$ cat src/rtl/ad7606_pkg.sv
// rtl/ad7606_pkg.sv - shared types and constants for the AD7606 sample scheduler
// Contents:
//   state_t    sequencer states (IDLE, CFG, WAIT, CAP)
//   OS_LSB     config-word position of the oversampling code
//   RANGE_BIT  config-word position of the range select
//   CH_IDX_W   width of a channel index
//   cfg_word() builds the 16-bit config word sent to the core
package ad7606_pkg;

  typedef enum logic [1:0] {
    ST_IDLE = 2'd0,
    ST_CFG  = 2'd1,
    ST_WAIT = 2'd2,
    ST_CAP  = 2'd3
  } state_t;

  localparam int OS_LSB    = 0;
  localparam int RANGE_BIT = 3;
  localparam int CH_IDX_W  = 3;

  function automatic logic [15:0] cfg_word(input logic [2:0] os, input logic rng);
    logic [15:0] w;
    w = '0;
    w[OS_LSB +: 3] = os;
    w[RANGE_BIT]   = rng;
    return w;
  endfunction

endpackage

$ cat src/rtl/ad7606_period_gen.sv
// rtl/ad7606_period_gen.sv - sample-period counter with divider latch and tick output
// Ports:
//   clk, rst_n  clock, asynchronous active-low reset
//   clear       restart the period: counter to 0, latch div_i
//   en          count enable
//   div_i       requested period in clk cycles (values below 2 act as 2)
//   tick        high for one cycle at the end of each period
module ad7606_period_gen
  import ad7606_pkg::*;
#(
  parameter int DIV_W   = 16,
  parameter int DEF_DIV = 909
) (
  input  logic             clk,
  input  logic             rst_n,
  input  logic             clear,
  input  logic             en,
  input  logic [DIV_W-1:0] div_i,
  output logic             tick
);

  logic [DIV_W-1:0] cnt;
  logic [DIV_W-1:0] div_lat;
  logic [DIV_W-1:0] div_sat;

  // A period of 1 would tick every cycle and starve the capture state.
  assign div_sat = (div_i < DIV_W'(2)) ? DIV_W'(2) : div_i;
  assign tick    = en && !clear && (cnt == div_lat - DIV_W'(1));

  always_ff @(posedge clk or negedge rst_n) begin
    if (!rst_n) begin
      cnt     <= '0;
      div_lat <= DIV_W'(DEF_DIV);
    end else if (clear || tick) begin
      // The divider is only picked up on a period boundary so a period is never cut short.
      cnt     <= '0;
      div_lat <= div_sat;
    end else if (en) begin
      cnt <= cnt + DIV_W'(1);
    end
  end

endmodule

$ cat src/rtl/ad7606_sample_sched.sv
// rtl/ad7606_sample_sched.sv - AD7606 config, conversion-request and channel-capture sequencer
// Optional build macro: AD7606_SCHED_TIMEOUT_EN adds a capture watchdog and the tmo_o port.
// Ports:
//   clk, rst_n                    clock, asynchronous active-low reset
//   en_i, div_i, os_i, range_i    enable, sample period, oversampling code, range select
//   cfg_wr_i, clr_i               reprogram request, sticky flag clear
//   cfg_wr_n_o, cfg_data_o        config strobe (active low) and word to the core
//   conv_req_o                    one-cycle conversion request
//   data_i, sync_i, data_rd_ready_i  core word, channel-0 marker, word strobe
//   smp_data_o, smp_ch_o, smp_vld_o  tagged sample stream
//   frame_done_o                  pulses with the last channel of a frame
//   overrun_o, desync_o, tmo_o    sticky status flags
//   busy_o                        high outside IDLE
module ad7606_sample_sched
  import ad7606_pkg::*;
#(
  parameter int CH_NUM  = 8,
  parameter int DIV_W   = 16,
  parameter int DEF_DIV = 909,
  parameter int TMO_CYC = 4096
) (
  input  logic                clk,
  input  logic                rst_n,
  input  logic                en_i,
  input  logic [DIV_W-1:0]    div_i,
  input  logic [2:0]          os_i,
  input  logic                range_i,
  input  logic                cfg_wr_i,
  input  logic                clr_i,
  output logic                cfg_wr_n_o,
  output logic [15:0]         cfg_data_o,
  output logic                conv_req_o,
  input  logic [15:0]         data_i,
  input  logic                sync_i,
  input  logic                data_rd_ready_i,
  output logic [15:0]         smp_data_o,
  output logic [CH_IDX_W-1:0] smp_ch_o,
  output logic                smp_vld_o,
  output logic                frame_done_o,
  output logic                overrun_o,
  output logic                desync_o,
`ifdef AD7606_SCHED_TIMEOUT_EN
  output logic                tmo_o,
`endif
  output logic                busy_o
);

  localparam logic [CH_IDX_W-1:0] LAST_CH = CH_IDX_W'(CH_NUM - 1);

  state_t              state;
  logic [CH_IDX_W-1:0] idx;
  logic                cfg_pend;
  logic                tick;
  logic [CH_IDX_W-1:0] word_ch;
  logic                word_acc;
  logic                last_word;
  logic                tmo_hit;

  ad7606_period_gen #(
    .DIV_W   (DIV_W),
    .DEF_DIV (DEF_DIV)
  ) u_period (
    .clk   (clk),
    .rst_n (rst_n),
    .clear (state == ST_CFG),
    .en    ((state == ST_WAIT) || (state == ST_CAP)),
    .div_i (div_i),
    .tick  (tick)
  );

  // A sync strobe re-aligns the frame: the word it qualifies is always channel 0.
  assign word_ch   = sync_i ? '0 : idx;
  assign word_acc  = (state == ST_CAP) && data_rd_ready_i;
  assign last_word = word_acc && (word_ch == LAST_CH);
  assign busy_o    = (state != ST_IDLE);

`ifdef AD7606_SCHED_TIMEOUT_EN
  localparam int TMO_W = $clog2(TMO_CYC) + 1;
  logic [TMO_W-1:0] tmo_cnt;

  // A frame that completes on the watchdog's last cycle still counts as complete.
  assign tmo_hit = (state == ST_CAP) && !last_word && (tmo_cnt == TMO_W'(TMO_CYC - 1));

  always_ff @(posedge clk or negedge rst_n) begin
    if (!rst_n) begin
      tmo_cnt <= '0;
      tmo_o   <= 1'b0;
    end else begin
      tmo_cnt <= (state == ST_CAP) ? tmo_cnt + TMO_W'(1) : '0;
      if (clr_i)   tmo_o <= 1'b0;
      if (tmo_hit) tmo_o <= 1'b1;
    end
  end
`else
  assign tmo_hit = 1'b0;
`endif

  always_ff @(posedge clk or negedge rst_n) begin
    if (!rst_n) begin
      state        <= ST_IDLE;
      idx          <= '0;
      cfg_pend     <= 1'b0;
      cfg_wr_n_o   <= 1'b1;
      cfg_data_o   <= '0;
      conv_req_o   <= 1'b0;
      smp_data_o   <= '0;
      smp_ch_o     <= '0;
      smp_vld_o    <= 1'b0;
      frame_done_o <= 1'b0;
      overrun_o    <= 1'b0;
      desync_o     <= 1'b0;
    end else begin
      conv_req_o   <= 1'b0;
      smp_vld_o    <= 1'b0;
      frame_done_o <= 1'b0;
      cfg_wr_n_o   <= 1'b1;

      // Clear first so that a set later in this block wins.
      if (clr_i) begin
        overrun_o <= 1'b0;
        desync_o  <= 1'b0;
      end
      if (cfg_wr_i && (state != ST_IDLE)) cfg_pend <= 1'b1;

      case (state)
        ST_IDLE: begin
          if (en_i) begin
            state      <= ST_CFG;
            cfg_wr_n_o <= 1'b0;
            cfg_data_o <= cfg_word(os_i, range_i);
            cfg_pend   <= 1'b0;
          end
        end

        ST_CFG: state <= ST_WAIT;

        ST_WAIT: begin
          if (!en_i) begin
            state <= ST_IDLE;
          end else if (tick) begin
            if (cfg_pend) begin
              // The reprogram consumes this period; no conversion is requested.
              state      <= ST_CFG;
              cfg_wr_n_o <= 1'b0;
              cfg_data_o <= cfg_word(os_i, range_i);
              cfg_pend   <= 1'b0;
            end else begin
              state      <= ST_CAP;
              conv_req_o <= 1'b1;
              idx        <= '0;
            end
          end
        end

        ST_CAP: begin
          // The period keeps running; a tick here is simply a lost sample.
          if (tick) overrun_o <= 1'b1;
          if (word_acc) begin
            smp_data_o <= data_i;
            smp_ch_o   <= word_ch;
            smp_vld_o  <= 1'b1;
            idx        <= word_ch + CH_IDX_W'(1);
            if (sync_i && (idx != '0)) desync_o <= 1'b1;
            if (last_word) begin
              frame_done_o <= 1'b1;
              state        <= en_i ? ST_WAIT : ST_IDLE;
            end
          end
          if (tmo_hit) state <= en_i ? ST_WAIT : ST_IDLE;
        end

        default: state <= ST_IDLE;
      endcase
    end
  end

endmodule

$ cat config.mk
export PLATFORM = sky130hd
export DESIGN_NAME = ad7606_sample_sched
export DESIGN_NICKNAME = d
export VERILOG_FILES = /design/src/rtl/ad7606_pkg.sv /design/src/rtl/ad7606_period_gen.sv /design/src/rtl/ad7606_sample_sched.sv
export SDC_FILE = /design/constraint.sdc
export NUM_CORES = 1
export LEC_CHECK = 0
export ABC_AREA = 0
export BUFFER_PORTS_ARGS = -buffer_cell sky130_fd_sc_hd__buf_2
export CORE_MARGIN = 2
export CORE_UTILIZATION = 60
export CTS_BUF_LIST = sky130_fd_sc_hd__clkbuf_4
export DETAILED_ROUTE_END_ITERATION = 6
export GPL_ROUTABILITY_DRIVEN = 0
export PLACE_DENSITY = 0.95
export SYNTH_ARGS = -nofsm -noshare
export SYNTH_HDL_FRONTEND = slang
export SYNTH_SLANG_ARGS = --single-unit
$ cat constraint.sdc
create_clock -name clk -period 6.35 [get_ports clk]
set_input_delay 1.27 -clock clk [delete_from_list [all_inputs] [get_ports clk]]
set_output_delay 1.27 -clock clk [all_outputs]
set_load 0.02 [all_outputs]
* After elaboration in Yosys (flattened, before gate mapping) *
Cells that the tools add are included.

word-level totals
  register bits = 79
  bits of input ports = 43
  word-level logic and storage cells = 98

cells by class
  add/sub/neg operators = 3
  $lt $le $gt $ge = 1
  equal/unequal tests = 13
  multiplexer cells = 48
  reduce and logical (&&, ||, !) cells = 19

operators with widths
  kind                                                                            count
  16-bit two-way mux                                                              7
  16-bit case mux with 2 select lines                                             1
  1-bit two-way mux                                                               24
  16-bit by 1-bit adder with 16-bit output (second input constant)                1
  16-bit equality test                                                            1
  16-bit by 2-bit less-than comparator with 1-bit output (second input constant)  1
  16-bit by 1-bit subtractor with 16-bit output (second input constant)           1
  3-bit two-way mux                                                               5
  2-bit two-way mux                                                               7
  2-bit inequality test (second input constant)                                   6
  5-bit AND reduction                                                             2
  2-bit case mux with 4 select lines                                              1
  2-bit nonzero test                                                              4
  1-bit logical AND                                                               6
  3-bit case mux with 2 select lines                                              1
  2-bit equality test (second input constant)                                     2
  1-bit case mux with 2 select lines                                              2
  4-bit AND reduction                                                             1
  3-bit by 1-bit adder with 3-bit output (second input constant)                  1
  3-bit equality test (second input constant)                                     1
  3-bit by 2-bit inequality test with 1-bit output (second input constant)        1
  3-bit nonzero test                                                              1
  2-bit by 1-bit equality test with 1-bit output (second input constant)          1
  2-bit zero test                                                                 1
  4 further kinds                                                                 5

* Logic depth before layout (Yosys ltp) *
Gate-level depths: netlist (run 1).

  word-level depth = 7
  depth in mapped cells = 12

* By module *
Synthesis (run 1) repeated with hierarchy kept, for this count alone.

second synthesis, totals
  cell total of the unflattened synthesis = 351
  area total of the unflattened synthesis = 3628.5 um^2

modules (own cells, without submodules)
  module               times used  cells each  area each (um^2)  sequential area each (um^2)
  ad7606_period_gen    1           197         2062.0            808.3
  ad7606_sample_sched  1           154         1566.5            877.1

* Worst setup path before layout (run 1) *
Ideal clock, no wire load.

  path kind = register -> register
  start point = register u_period.div_lat[0]
  end point = register u_period.div_lat[10]
  setup time = 0.125 ns
  arrival time = 2.906 ns
  data required time = 6.225 ns
  slack = 3.319 ns
  cell stages (with the launch flop) = 12
  buffers on the path = 2
  period minus slack after synthesis = 3.031 ns
  cells stage by stage = dfstp_2 -> inv_1 -> ha_1 -> or3b_2 -> clkbuf_1 -> or3_1 -> a21o_1 -> a2111oi_4 -> nand4_4 -> mux2i_4 -> buf_6 -> mux2_4

on the way
  longest elaborated chain between the ends = 4

ends and longest elaborated chain
  item                                           line                     source
  start, declared                                ad7606_period_gen.sv:23  logic [DIV_W-1:0] div_lat;
  start signal, assigned                         ad7606_period_gen.sv:33  div_lat <= DIV_W'(DEF_DIV);
  start signal, assigned                         ad7606_period_gen.sv:37  div_lat <= div_sat;
  16-bit by 1-bit subtractor with 16-bit output  ad7606_period_gen.sv:28  assign tick = en && !clear && (cnt == div_lat - DIV_W'(1));
  16-bit equality test                           ad7606_period_gen.sv:28
  1-bit logical AND                              ad7606_period_gen.sv:28
  1-bit logical OR                               ad7606_period_gen.sv:34  end else if (clear || tick) begin

Every way passes these cells.
A chain may end at the register's enable or synchronous reset.

* Worst setup path after layout (run 1) *
  start point = register u_period.div_lat[0]
  end point = register u_period.div_lat[14]

Same word-level chain as after synthesis.

==> flow_summary_export.csv, run 1 <==
group,metric,value,unit
routing,drc,0,
timing,max_freq,293,MHz
routing,wire_per_inst,15.6,microns
global_routing,grt_busiest_layer,"met2",
global_routing,met3_usage,0.0742,
routing,ant_nets,0,
logic_synthesis,synth_top_family_by_area,"simple AND/OR/NAND/NOR gates",
setup_path,crit_arrival,3.74,ns
cells_and_area,fillers,402,
setup_path,critPathCaptureType,"flop",
logic_synthesis,synth.area.top_cells,"dfrtp_1, nand2_1, dfstp_2, xnor2_1, xor2_1",
logic_synthesis,netlist_instances,350,
floorplan,dieWidth,80.7,microns
routing,dr.pass1.iters,6,
timing,worst_pin_slew,0.818,ns
timing,rsz0062_at_grt,"no",
power_and_ir_drop,leakage,1.96,nW
logic_synthesis,ys_warn_count,0,
cells_and_area,fin_util,0.715,
logic_synthesis,synthMuxAreaShare,0.0801,
global_routing,grt_pass1_wl,12600,microns
cells_and_area,final_net_count,468,
placement,dp_hpwl,5570,microns
routing,drt_iter0_markers,225,
power_and_ir_drop,power_density,458,nW/um^2
clocking,postCtsHoldBufs,0,
routing,vias_per_cell,5.56,
floorplan,row_count,27,
floorplan,die_area,6510,sq um
clocking,htree_levels,3,
setup_path,path_class,"reg -> reg",
power_and_ir_drop,finalPower,0.00184,W
logic_synthesis,yosysSeqAreaShare,0.477,
global_routing,grt_overflow_total,0,
cells_and_area,regArea,1690,sq um
global_routing,first_global_vias,2629,
global_routing,antenna_found_initial,0,
cells_and_area,multi_input_area,1690,sq um
clocking,clock-root-buffer,"clkbuf_4",
global_routing,grt_max_degree,68,
timing,hold_viol_final,0,
clocking,post-cts-setup-buffers,0,
logic_synthesis,synth.most_common_cell,"nand2_1",
setup_path,worstRegToRegCells,10,
logic_synthesis,synth_area_per_cell,10.1,sq um
logic_synthesis,synth_edf_count,0,
clocking,clock_sinks,67,
logic_synthesis,synthTopCellsByCount,"nand2_1, dfrtp_1, nor2_1",
floorplan,fp.dieH,80.7,microns
logic_synthesis,syn_area,3530,sq um
timing,final-setup-viol-count,0,
min_path,hold_path_class,"reg -> reg",
setup_path,critPathRequiredTime,6.67,ns
setup_path,startpoint_type,"flop",
min_path,min_path_cells,2,
timing,setup_tns,0,ns
logic_synthesis,synth_top_area_share,0.425,
logic_synthesis,synth_seq_cells,67,
logic_synthesis,yosys.area_share.simple,0.224,
clocking,cts_buffers,9,
global_routing,use_met1,0.318,
placement,port_buffers,72,
clocking,clk_latency,0.43,ns
timing,clock_skew,0.0160,ns
clocking,cts_tree,"yes",
cells_and_area,area_growth,13.6,%
timing,relSlewSlack,0.455,
floorplan,pin_count,85,
logic_synthesis,synthAdderAreaFrac,0.0142,
logic_synthesis,synth_xor_area_frac,0.0918,
floorplan,start_util,0.630,
logic_synthesis,synth_top_cell_by_area,"dfrtp_1",
clocking,clk_pin_slew,0.12,ns
timing,period_needed,3.42,ns
timing,fin_crit_sh,0.538,
floorplan,core,5610,sq um
logic_synthesis,async_flop_share,1.00,
setup_path,worst-path-max-fanout,29,
global_routing,grt_usage,0.258,
clocking,cts.path.max_buffers,2,
cells_and_area,antennaDiodeCount,0,
routing,vias,2767,
cells_and_area,final_cells,498,
clocking,post_cts_resized,0,
timing,slew_violations,0,
job,drv_cap,0,
outcome,outcome,"finished, final reports clean",
global_routing,use_met2,0.428,
logic_synthesis,synth_compound_area_frac,0.0542,
logic_synthesis,ys.flop_type,"dfrtp_1",
routing,routed_wl,7790,microns
logic_synthesis,ys_types,51,
power_and_ir_drop,ir_drop,0.000288,V
placement,dp_cells,482,
cells_and_area,drive_gt1_frac,0.275,
-- metal layers --
metal  wire length, microns  vias up
met3                    495       19
li1                       -     1312
met1                   3140     1333
met5                      0        -
met4                    167        0
met2                   3980      103
-- cell type report --
type / count / share of cell area
Clock buffer: 10 / 0.0187
Timing Repair Buffer: 74 / 0.0936
Clock inverter: 6 / 0.0162
Multi-Input combinational cell: 260 / 0.420
Sequential cell: 67 / 0.420
Inverter: 9 / 0.00842
Tap cell: 72 / 0.0225
-- per-stage QoR --
| step | hold WS [ns] | setup slack, ns | instance area (sq um) |
|---|---|---|---|
| 2_1_floorplan | 0.453 | 3.32 | 3570 |
| 3_3_place_gp | 0.452 | 3.09 | 3870 |
| 3_5_place_dp | 0.457 | 2.95 | 3870 |
| 4_1_cts | 0.485 | 2.93 | 4010 |
| 5_1_grt | 0.511 | 2.80 | 4010 |
| 6_report | 0.485 | 2.93 | 4010 |
-- final timing paths --
path                                      from                    to  slack (ns)
hold / removal                   smp_data_o[6]         smp_data_o[6]        0.48
min in group asynchronous                rst_n   u_period.div_lat[6]        1.01
hold reg to reg                  smp_data_o[6]         smp_data_o[6]        0.48
setup / recovery           u_period.div_lat[0]  u_period.div_lat[14]        2.93
setup reg to reg           u_period.div_lat[0]  u_period.div_lat[14]        2.93
max in group asynchronous                rst_n        smp_data_o[11]        4.81
-- power by group --
part           internal, W  switching, W  leakage [nW]
registers         0.000601      0.000170         0.827
logic             0.000335      0.000444          1.05
clock network     0.000125      0.000163        0.0768
total              0.00106      0.000776          1.96
-- layout by cell type, fill, tap and decap left out, types with 3 or more instances in the layout --
master / instances
conb_1: 12
clkbuf_4: 10
o21ai_0: 7
dfrtp_1: 60
buf_2: 72
ha_1: 4
or4_1: 5
mux2_4: 10
nor4b_1: 4
mux2_1: 4
nor3_1: 3
nand4_1: 4
nor2_1: 25
a22o_1: 3
nand2_1: 77
mux2_2: 4
xnor2_1: 19
and3_1: 5
dfstp_2: 7
nor4_1: 9
inv_1: 9
xor2_1: 18
nand3_1: 10
nor2b_1: 6
-- logic make-up (layout without fill, tap and decap cells) --
kind of cell / Yosys count / count (layout)
simple gates: 161 / 161
flops: 67 / 67
xor+xnor: 37 / 37
buf+inv: 34 / 99
compound gates: 25 / 25
mux: 21 / 21
fa+ha+maj: 4 / 4
other cells: 1 / 12
-- critical path, stage by stage (launching register included) --
cell	delay, ns
dfstp_2	0.40
inv_1	0.09
ha_1	0.20
or3b_2	0.54
or3_1	0.37
a21o_1	0.23
a2111oi_4	0.35
nand4_4	0.19
mux2i_4	0.16
buf_4	0.39
mux2_1	0.37
-- state kept, by name, summed over array words and instances, names as in the netlist, 2 cells and up --
name and count:
u_period.div_lat 16, state 2, cfg_data_o 4, u_period.cnt 16
idx 3, smp_ch_o 3, smp_data_o 16
No activity file was read; power rests on OpenSTA's default activity.
==> run 2: changes to the inputs <==
CORE_UTILIZATION = 50   (was 60)
PLACE_DENSITY = 0.88   (was 0.95)
clock period = 3.1 ns   (was 6.35 ns; I/O delays follow)
==> flow_summary_export.csv, run 2 (synthesis gave the netlist of run 1 again) <==
group,metric,value,unit
cells_and_area,drive_gt1_frac,0.317,
routing,routed_wl,8480,microns
setup_path,path_class,"reg -> reg",
routing,ant_nets,0,
power_and_ir_drop,ir_drop,0.000414,V
job,drv_cap,0,
floorplan,row_count,30,
clocking,clock-root-buffer,"clkbuf_4",
timing,hold_viol_final,0,
cells_and_area,area_growth,20.4,%
floorplan,fp.dieH,88.0,microns
routing,wire_per_inst,15.8,microns
power_and_ir_drop,power_density,962,nW/um^2
routing,vias,2890,
placement,placed_area,3980,sq um
cells_and_area,final_net_count,483,
timing,rsz0062_at_grt,"yes",
setup_path,critPathCaptureType,"flop",
routing,dr.pass1.iters,4,
floorplan,core,6830,sq um
global_routing,first_global_vias,2804,
cells_and_area,reg.largest.list,"smp_data_o (16), u_period.cnt (16), u_period.div_lat (16)",
clocking,htree_levels,3,
timing,max_freq,319,MHz
cells_and_area,fillers,547,
placement,port_buffers,72,
global_routing,antenna_found_initial,1,
clocking,clock_sinks,67,
cells_and_area,regArea,1690,sq um
power_and_ir_drop,comb_power_share,0.451,
cells_and_area,final_cells,538,
setup_path,crit_arrival,3.43,ns
timing,slew_violations,0,
setup_path,path_cells,"inv_2 > ha_4 > or3b_4 > buf_4 > nor4_1 > xnor2_1 > o311a_1 > nand2_1 > or4_1 > nor4b_1",
setup_path,worstRegToRegCells,10,
routing,drt_iter0_markers,213,
global_routing,grt_max_degree,28,
timing,relSlewSlack,0.577,
cells_and_area,mostFrequentLayoutCell,"nand2_1",
clocking,cts_buffers,9,
placement,place_ws,0.0345,ns
power_and_ir_drop,leakage,2.06,nW
setup_path,worst-path-max-fanout,5,
power_and_ir_drop,switching_share,0.412,
min_path,hold_path_class,"in -> async",
setup_path,reg2reg_slack,-0.03,ns
placement,dp_cells,515,
setup_path,startpoint_type,"flop",
power_and_ir_drop,pwr-share-seq,0.385,
clocking,clk_pin_slew,0.11,ns
timing,setup_tns,-0.0954,ns
global_routing,grt_overflow_total,0,
outcome,outcome,"finished with violations",
floorplan,die_area,7750,sq um
clocking,cts_tree,"yes",
cells_and_area,final_cell_mix,"nand2_1, buf_2, dfrtp_1, nor2_1, xnor2_1",
clocking,cts.path.max_buffers,2,
clocking,postCtsHoldBufs,0,
setup_path,critPathRequiredTime,3.40,ns
setup_path,slowest_delay,0.53,ns
outcome,violations,"negative setup slack",
cells_and_area,final_area,4250,sq um
global_routing,grt_usage,0.220,
floorplan,pin_count,85,
timing,clock_skew,0.0267,ns
timing,period_needed,3.13,ns
placement,dp_hpwl,5970,microns
timing,final-setup-viol-count,5,
global_routing,grt_pass1_wl,13000,microns
power_and_ir_drop,clkPwrFrac,0.165,
floorplan,start_util,0.517,
routing,vias_per_cell,5.37,
clocking,clk_latency,0.43,ns
floorplan,dieWidth,88.0,microns
timing,setup_ws,-0.0324,ns
cells_and_area,fin_util,0.623,
setup_path,cp_slowest_cell,"or4_1",
timing,worst_pin_slew,0.634,ns
routing,drc,0,
power_and_ir_drop,power.net_switching,0.00168,W
timing,fin_crit_sh,1.01,
power_and_ir_drop,intPower,0.00241,W
cells_and_area,multi_input_area,1720,sq um
==> run 2: cell types whose count changed in the layout (fill, tap and decap cells not counted), sizes merged <==
| cell | previous run | this run |
|---|---|---|
| buf | 74 | 89 |
| bufinv | 1 | 2 |
| clkinv | 3 | 1 |
| clkinvlp | 1 | 2 |
| diode | 0 | 1 |
==> run 2: per-layer routing <==
metal,global-route usage,up-vias,routed length [microns]
li1,-,1343,-
met4,0.120,0,259
met2,0.375,105,4460
met1,0.259,1414,3250
met3,0.0481,28,513
met5,0,-,0
==> run 2: final timing paths <==
check | startpoint | end
max | u_period.div_lat[1] | conv_req_o
min | rst_n | u_period.cnt[13]
max reg2reg | u_period.div_lat[1] | conv_req_o
min reg2reg | smp_ch_o[1] | smp_ch_o[1]
max in group asynchronous | rst_n | u_period.cnt[0]
min in group clk | data_i[0] | smp_data_o[0]
==> run 2: timing repair <==
item                                    CTS  global route
buffers inserted                          0             6
pin swaps                                 0             5
endpoints found under the setup margin   10            15
gates resized for setup                   1            11
==> run 2: cell type report <==
class,count,area share
clock buffers,10,0.0177
inverters,9,0.00794
repair buffers,89,0.124
flip-flops and latches,67,0.396
well taps,96,0.0282
multi-input cells,260,0.405
diodes,1,0.000588
clock inverters,6,0.0209
==> run 2: power groups by stage <==
stage	Clock, W	Sequential (W)	Combinational (W)
floorplan	0	0.00166	0.00107
global placement	0	0.00154	0.00161
detailed placement	0	0.00157	0.00169
CTS	0.000676	0.00155	0.00170
global route	0.000722	0.00161	0.00199
finish	0.000674	0.00157	0.00184
==> run 2: worst max-delay path, delay by kind of cell (launching register included) <==
| kind | cells | cell delay [ns] |
|---|---|---|
| and+or+nand+nor | 5 | 1.68 |
| DFF | 1 | 0.42 |
| AOI/OAI and AO/OA | 1 | 0.31 |
| buffers and inverters | 2 | 0.25 |
| xor gates and xnor gates | 1 | 0.22 |
| adders and majority gates | 1 | 0.15 |
==> run 2: through the flow <==
| step | power [W] | hold slack (ns) |
|---|---|---|
| 4_1_cts | 0.00393 | 0.151 |
| 5_1_grt | 0.00432 | 0.146 |
| 3_3_place_gp | 0.00315 | 0.452 |
| 3_5_place_dp | 0.00325 | 0.458 |
| 6_report | 0.00409 | 0.146 |
| 2_1_floorplan | 0.00274 | 0.324 |
